--- config.mk ---
export PLATFORM = sky130hd
export DESIGN_NAME = serial_xor_arbiter
export DESIGN_NICKNAME = d
export VERILOG_FILES = /design/src/rtl/serial_xor_arbiter.sv
export SDC_FILE = /design/constraint.sdc
export NUM_CORES = 1
export LEC_CHECK = 0
export CAP_MARGIN = 20
export CORE_ASPECT_RATIO = 0.8
export CORE_MARGIN = 2
export CORE_UTILIZATION = 40
export CTS_BUF_LIST = sky130_fd_sc_hd__clkbuf_8
export DETAILED_ROUTE_END_ITERATION = 16
export MAX_ROUTING_LAYER = met4
export PLACE_DENSITY = 0.76
export SYNTH_ARGS = -nofsm -noshare
export SYNTH_HDL_FRONTEND = slang
export SYNTH_HIERARCHICAL = 1
export SYNTH_SLANG_ARGS = --single-unit
--- constraint.sdc ---
create_clock -name clk -period 3.2 [get_ports clk]
set_clock_uncertainty 0.15 [all_clocks]
set_input_delay 0.96 -clock clk [delete_from_list [all_inputs] [get_ports clk]]
set_output_delay 0.96 -clock clk [all_outputs]
set_load 0.03 [all_outputs]
--- src/rtl/serial_xor_arbiter.sv ---
// Two-requester round-robin arbiter feeding a bit-serial XOR engine.
// One mux-built XOR gate is reused LSB-first over WIDTH cycles per operation.

module mux_xor (
  input  logic a_i,
  input  logic b_i,
  output logic y_o
);
  // a selects between b and its complement, which is a XOR b.
  assign y_o = a_i ? ~b_i : b_i;
endmodule

module serial_xor_arbiter #(
  parameter int WIDTH = 8
) (
  input  logic             clk,
  input  logic             rst,
  input  logic             req0_valid,
  output logic             req0_ready,
  input  logic [WIDTH-1:0] req0_a,
  input  logic [WIDTH-1:0] req0_b,
  input  logic             req1_valid,
  output logic             req1_ready,
  input  logic [WIDTH-1:0] req1_a,
  input  logic [WIDTH-1:0] req1_b,
  output logic             res_valid,
  input  logic             res_ready,
  output logic [WIDTH-1:0] res_data,
  output logic             res_id
);

  localparam int CW = (WIDTH > 1) ? $clog2(WIDTH) : 1;
  localparam logic [CW-1:0] CNT_LAST = CW'(WIDTH - 1);

  typedef enum logic [1:0] {
    IDLE = 2'd0,
    CALC = 2'd1,
    DONE = 2'd2
  } state_e;

  state_e           state_q, state_d;
  logic [WIDTH-1:0] a_q, a_d;
  logic [WIDTH-1:0] b_q, b_d;
  logic [WIDTH-1:0] res_data_q, res_data_d;
  logic             res_id_q, res_id_d;
  logic             last_q, last_d;
  logic [CW-1:0]    cnt_q, cnt_d;

  logic gnt0, gnt1;
  logic bit_x;

  // On a tie the requester that was not served last wins.
  assign gnt0 = req0_valid && (!req1_valid || last_q);
  assign gnt1 = req1_valid && (!req0_valid || !last_q);

  assign req0_ready = (state_q == IDLE) && !rst && gnt0;
  assign req1_ready = (state_q == IDLE) && !rst && gnt1;

  mux_xor u_xor (
    .a_i (a_q[cnt_q]),
    .b_i (b_q[cnt_q]),
    .y_o (bit_x)
  );

  always_comb begin
    state_d    = state_q;
    a_d        = a_q;
    b_d        = b_q;
    res_data_d = res_data_q;
    res_id_d   = res_id_q;
    last_d     = last_q;
    cnt_d      = cnt_q;
    case (state_q)
      IDLE: begin
        if (req0_ready) begin
          a_d      = req0_a;
          b_d      = req0_b;
          res_id_d = 1'b0;
          last_d   = 1'b0;
          cnt_d    = '0;
          state_d  = CALC;
        end else if (req1_ready) begin
          a_d      = req1_a;
          b_d      = req1_b;
          res_id_d = 1'b1;
          last_d   = 1'b1;
          cnt_d    = '0;
          state_d  = CALC;
        end
      end
      CALC: begin
        res_data_d[cnt_q] = bit_x;
        if (cnt_q == CNT_LAST) begin
          cnt_d   = '0;
          state_d = DONE;
        end else begin
          cnt_d = cnt_q + CW'(1);
        end
      end
      DONE: begin
        if (res_ready) begin
          state_d = IDLE;
        end
      end
      default: state_d = IDLE;
    endcase
  end

  always_ff @(posedge clk) begin
    if (rst) begin
      state_q    <= IDLE;
      a_q        <= '0;
      b_q        <= '0;
      res_data_q <= '0;
      res_id_q   <= 1'b0;
      last_q     <= 1'b1;
      cnt_q      <= '0;
    end else begin
      state_q    <= state_d;
      a_q        <= a_d;
      b_q        <= b_d;
      res_data_q <= res_data_d;
      res_id_q   <= res_id_d;
      last_q     <= last_d;
      cnt_q      <= cnt_d;
    end
  end

  assign res_valid = (state_q == DONE);
  assign res_data  = res_data_q;
  assign res_id    = res_id_q;

endmodule
; After elaboration in Yosys (flattened, before gate mapping)
; Index checks and enable logic that the tools add are counted.
[totals]
regBits = 31
inputBits = 37
out_inout_bits = 12
elab_cells = 58
[op_classes]
n_addsub = 1
magnitude_cmp = 2
eq_ne = 6
mux = 23
bitwise_logic = 1
reduce_logical = 18
[ops]
columns = op, count
row1 = 8-bit 2-to-1 mux, 4
row2 = 3-bit 2-to-1 mux, 3
row3 = 8-bit bitwise mux, 1
row4 = 2-bit 2-to-1 mux, 4
row5 = 1-bit binary-select mux with 3-bit select, 2
row6 = 1-bit logical AND, 6
row7 = 1-bit 2-to-1 mux, 6
row8 = 2-bit case mux with 3 select lines, 1
row9 = 3-bit case mux with 2 select lines, 1
row10 = 1-bit zero test, 4
row11 = 3-bit by 4-bit less-than comparator with 1-bit output (second input constant), 1
row12 = 2-bit AND reduction, 2
row13 = 2-bit nonzero test, 2
row14 = 3-bit by 1-bit adder with 3-bit output (second input constant), 1
row15 = 1-bit demux with 3-bit select, 1
row16 = 3-bit equality test (second input constant), 1
row17 = 3-bit by 1-bit greater-or-equal comparator with 1-bit output (second input constant), 1
row18 = 3-bit inequality test (second input constant), 1
row19 = 3-bit AND reduction, 1
row20 = 2-bit by 1-bit equality test with 1-bit output (second input constant), 1
row21 = 2-bit equality test (second input constant), 1
row22 = 2-bit zero test, 1
row23 = 1-bit logical OR, 2
row24 = 2-bit by 1-bit inequality test with 1-bit output (second input constant), 1
row25 = 2 further kinds, 2

; Longest topological paths before layout
[depth]
word_depth = 7
mapped_depth = 9
mapped_depth_nobuf = 6

; Cells and area by module
; Netlist, hierarchy kept.
[modules_own_cells]
columns = mod, instances, cells_each, area_per_inst_um2, seq_area_each_um2
row1 = serial_xor_arbiter, 1, 202, 1724.2, 620.6
row2 = mux_xor, 1, 1, 8.8, 0.0

; Worst setup path before layout
; Ideal clock, no wire load.
[synth_path]
path_kind = input to output
startpoint = in rst
endpoint = out req1_ready
arrival_ns = 1.531
required_time_ns = 2.090
path_slack_ns = 0.559
path_stages = 2
path_buffers = 0
cell_sequence = nor3_4 and3_1
[synth_between]
elab_chain_len = 3
[synth_rtl]
columns = item, line
row1 = start: declaration, 17  ; input logic rst,
row2 = 1-bit zero test, 57  ; assign req1_ready = (state_q == IDLE) && !rst && gnt1;
row3 = 1-bit logical AND (2 in a row), 57
row4 = end: declaration, 23  ; output logic req1_ready,
; Every way passes these cells.

; Final worst setup path
; Same ends and word-level chain as after synthesis.

==> run_results.csv <==
group,metric,value,unit
cells_and_area,final_common_cell,"clkdlybuf4s50_1",
min_path,hold_class,"reg2reg",
critical_path,crit_buf_inv,2,
logic_synthesis,ys_warn_count,6,
critical_path,worstPathCellList,"clkdlybuf4s50_1, nor3_4, and3_1, buf_4",
routing,via_per_inst,5.93,
placement,dp.cells,292,
placement,portBuffers,48,
logic_synthesis,postSynthAreaPerCell,8.54,um2
global_routing,grt_pass1_wl,7.59,mm
placement,place_congestion,0.820,
logic_synthesis,synth_cell_types,39,
floorplanning,core-area,4180,um2
routing,wl_per_cell,14.8,um
critical_path,arrival,2.00,ns
timing,rsz0062_at_grt,"no",
critical_path,crit_path_max_incr_delay,0.45,ns
job,max_cap_viol_count,0,
cells_and_area,num-fill-cells,413,
cells_and_area,most-common-layout-cells,"clkdlybuf4s50_1, dfxtp_1, a21oi_1, nand4_1",
floorplanning,ios,49,
floorplanning,start_util,41.5,%
global_routing,grt_max_degree,33,
critical_path,slowest_stage,"clkdlybuf4s50_1",
timing,max_clock_freq,322,MHz
floorplanning,dieWidth,77.6,um
cells_and_area,drive_gt1_share,10.7,%
clocking,cts_setup_buffers,0,
pwr,ir_drop,0.000237,V
cells_and_area,area_growth,32.8,%
critical_path,cp_max_fo,3,
clocking,clk_pin_slew_worst_paths,0.07,ns
timing,slew-limit-headroom,66.8,%
critical_path,r2r_start,"cnt_q[1]",
global_routing,gr-usage-all-layers,19.5,%
critical_path,startpoint,"rst",
timing,tns,0,ns
clocking,cts_tree,"done",
routing,wl,4.43,mm
routing,num_vias,1779,
timing,fin_crit_sh,97.2,%
critical_path,startpoint_type,"input pin",
clocking,cts_buffers,5,
critical_path,crit_required,2.09,ns
pwr,powerDensity,403,nW/um2
logic_synthesis,seq_area_frac_synth,35.8,%
cells_and_area,final-seq-area,621,um2
pwr,leakage,0.788,nW
clocking,cts.sinks,31,
cells_and_area,diodes,0,
global_routing,antenna_found_initial,0,
critical_path,cp-end-kind,"output port",
routing,drt_iter0_drc,171,
routing,dr.pass1.iters,4,
cells_and_area,finalNonFillerCells,300,
clocking,cts-root-buf,"clkbuf_8",
logic_synthesis,synth_top_flop_cell,"dfxtp_1",
global_routing,grt_pass1_vias,1646,
clocking,clockBufferDepth,2,
clocking,ctsHoldBuffers,0,
logic_synthesis,synth_seq_cells,31,
min_path,worstHoldStart,"res_data[2]",
run_status,status,"finished clean",
timing,slew_violations,0,
logic_synthesis,synth_edf_count,0,
clocking,clk_latency,0.29,ns
pwr,power.total,0.927,mW
logic_synthesis,syn_inst,203,
placement,hpwl,3.12,mm
logic_synthesis,synth_area_leader_cell,"dfxtp_1",
floorplanning,fp-row-count,21,
logic_synthesis,async_reset_ff_share,0,%
timing,worst_slew_pin_slew,0.496,ns
global_routing,gr-total-overflow,0,
logic_synthesis,synthesis.nets,242,
clocking,h-tree-depth,2,
timing,fin_crit,3.11,ns
floorplanning,die_area,4880,um2
logic_synthesis,yosysTopAreaCellShare,35.8,%
routing,drc,0,
routing,ant_nets,0,
logic_synthesis,synth_area,1730,um2
logic_synthesis,synth_area_leaders,"dfxtp_1, a311oi_1, a21oi_1",
timing,finalHoldViolations,0,
cells_and_area,multi_input_area,978,um2
floorplanning,die_h,62.9,um
critical_path,critPathKind,"in2out",
cells_and_area,fin_nets,281,
clocking,cts_resized,0,
critical_path,worst_path_dominant_cell_family,"buffers and inverters",
timing,setup_violations,0,
per-stage QoR:
step           setup WS, ns  hold slack (ns)  util [%]  cell area [um2]
2_1_floorplan         0.559            0.324         -             1730
3_3_place_gp         0.0967            0.317      53.1             2220
3_5_place_dp         0.0816            0.322      53.1             2220
4_1_cts              0.0775            0.331      55.1             2300
5_1_grt              0.0188            0.365      55.1             2300
6_report             0.0904            0.335      55.1             2300
worst reg2reg max path: cells and delay by family (launching register included):
family / cells / cell delay [ns]
flip-flops: 1 / 0.56
AND/OR/NAND/NOR: 1 / 0.17
XOR/XNOR: 1 / 0.44
multiplexers: 1 / 0.38
AO/OA/AOI/OAI: 3 / 0.51
synth_stat cells (all sizes together) (3+ instances only):
master,number
mux2,3
inv,5
clkbuf,10
nand2,4
nand4,20
nor2,5
nor2b,5
nand2b,4
o21ai,9
dfxtp,31
buf,13
a21oi,27
o211ai,3
a311oi,16
nand3,7
o31ai,16
power by group:
group | internal (mW) | switching [mW] | total (mW) | leakage, nW
Combinational | 0.0968 | 0.103 | 0.200 | 0.486
Sequential | 0.410 | 0.0191 | 0.429 | 0.254
Clock | 0.148 | 0.149 | 0.297 | 0.0477
cell families (layout without fill, tap and decap cells):
logic type | Yosys count | in the layout | share of synthesized area, %
xor+xnor | 1 | 1 | 0.506
flops | 31 | 31 | 35.8
compound gates | 80 | 80 | 31.1
fa+ha+maj | 2 | 2 | 1.44
buf+inv | 28 | 68 | 7.73
mux | 5 | 5 | 3.10
simple gates | 56 | 56 | 20.3
routing by layer:
layer	GRT usage, %	wire, um
met1	26.4	2130
met2	27.7	1920
met3	5.35	314
met4	7.37	65
met5	-	0
path summary, 6_finish.rpt:
path / end / slack, ns / cells past startpoint
worst max-delay path: req1_ready / 0.09 / 4
worst min register to register: res_data[2] / 0.33 / 2
worst min-delay path: res_data[2] / 0.33 / 2
worst max register to register: res_data[6] / 0.92 / 6
sequential cells by signal, indices dropped and copies added (netlist names):
signal,cells
cnt_q,3
last_q,1
state_q,2
res_id,1
a_q,8
res_data,8
b_q,8
cell type report:
type	instances	share of cell area, %
Clock inverter	3	0.653
Tap cell	57	3.10
Clock buffer	5	2.99
Multi-Input combinational cell	144	42.5
Sequential cell	31	27.0
Inverter	5	0.816
Timing Repair Buffer	55	22.9
(Power assumes the default switching activity.)
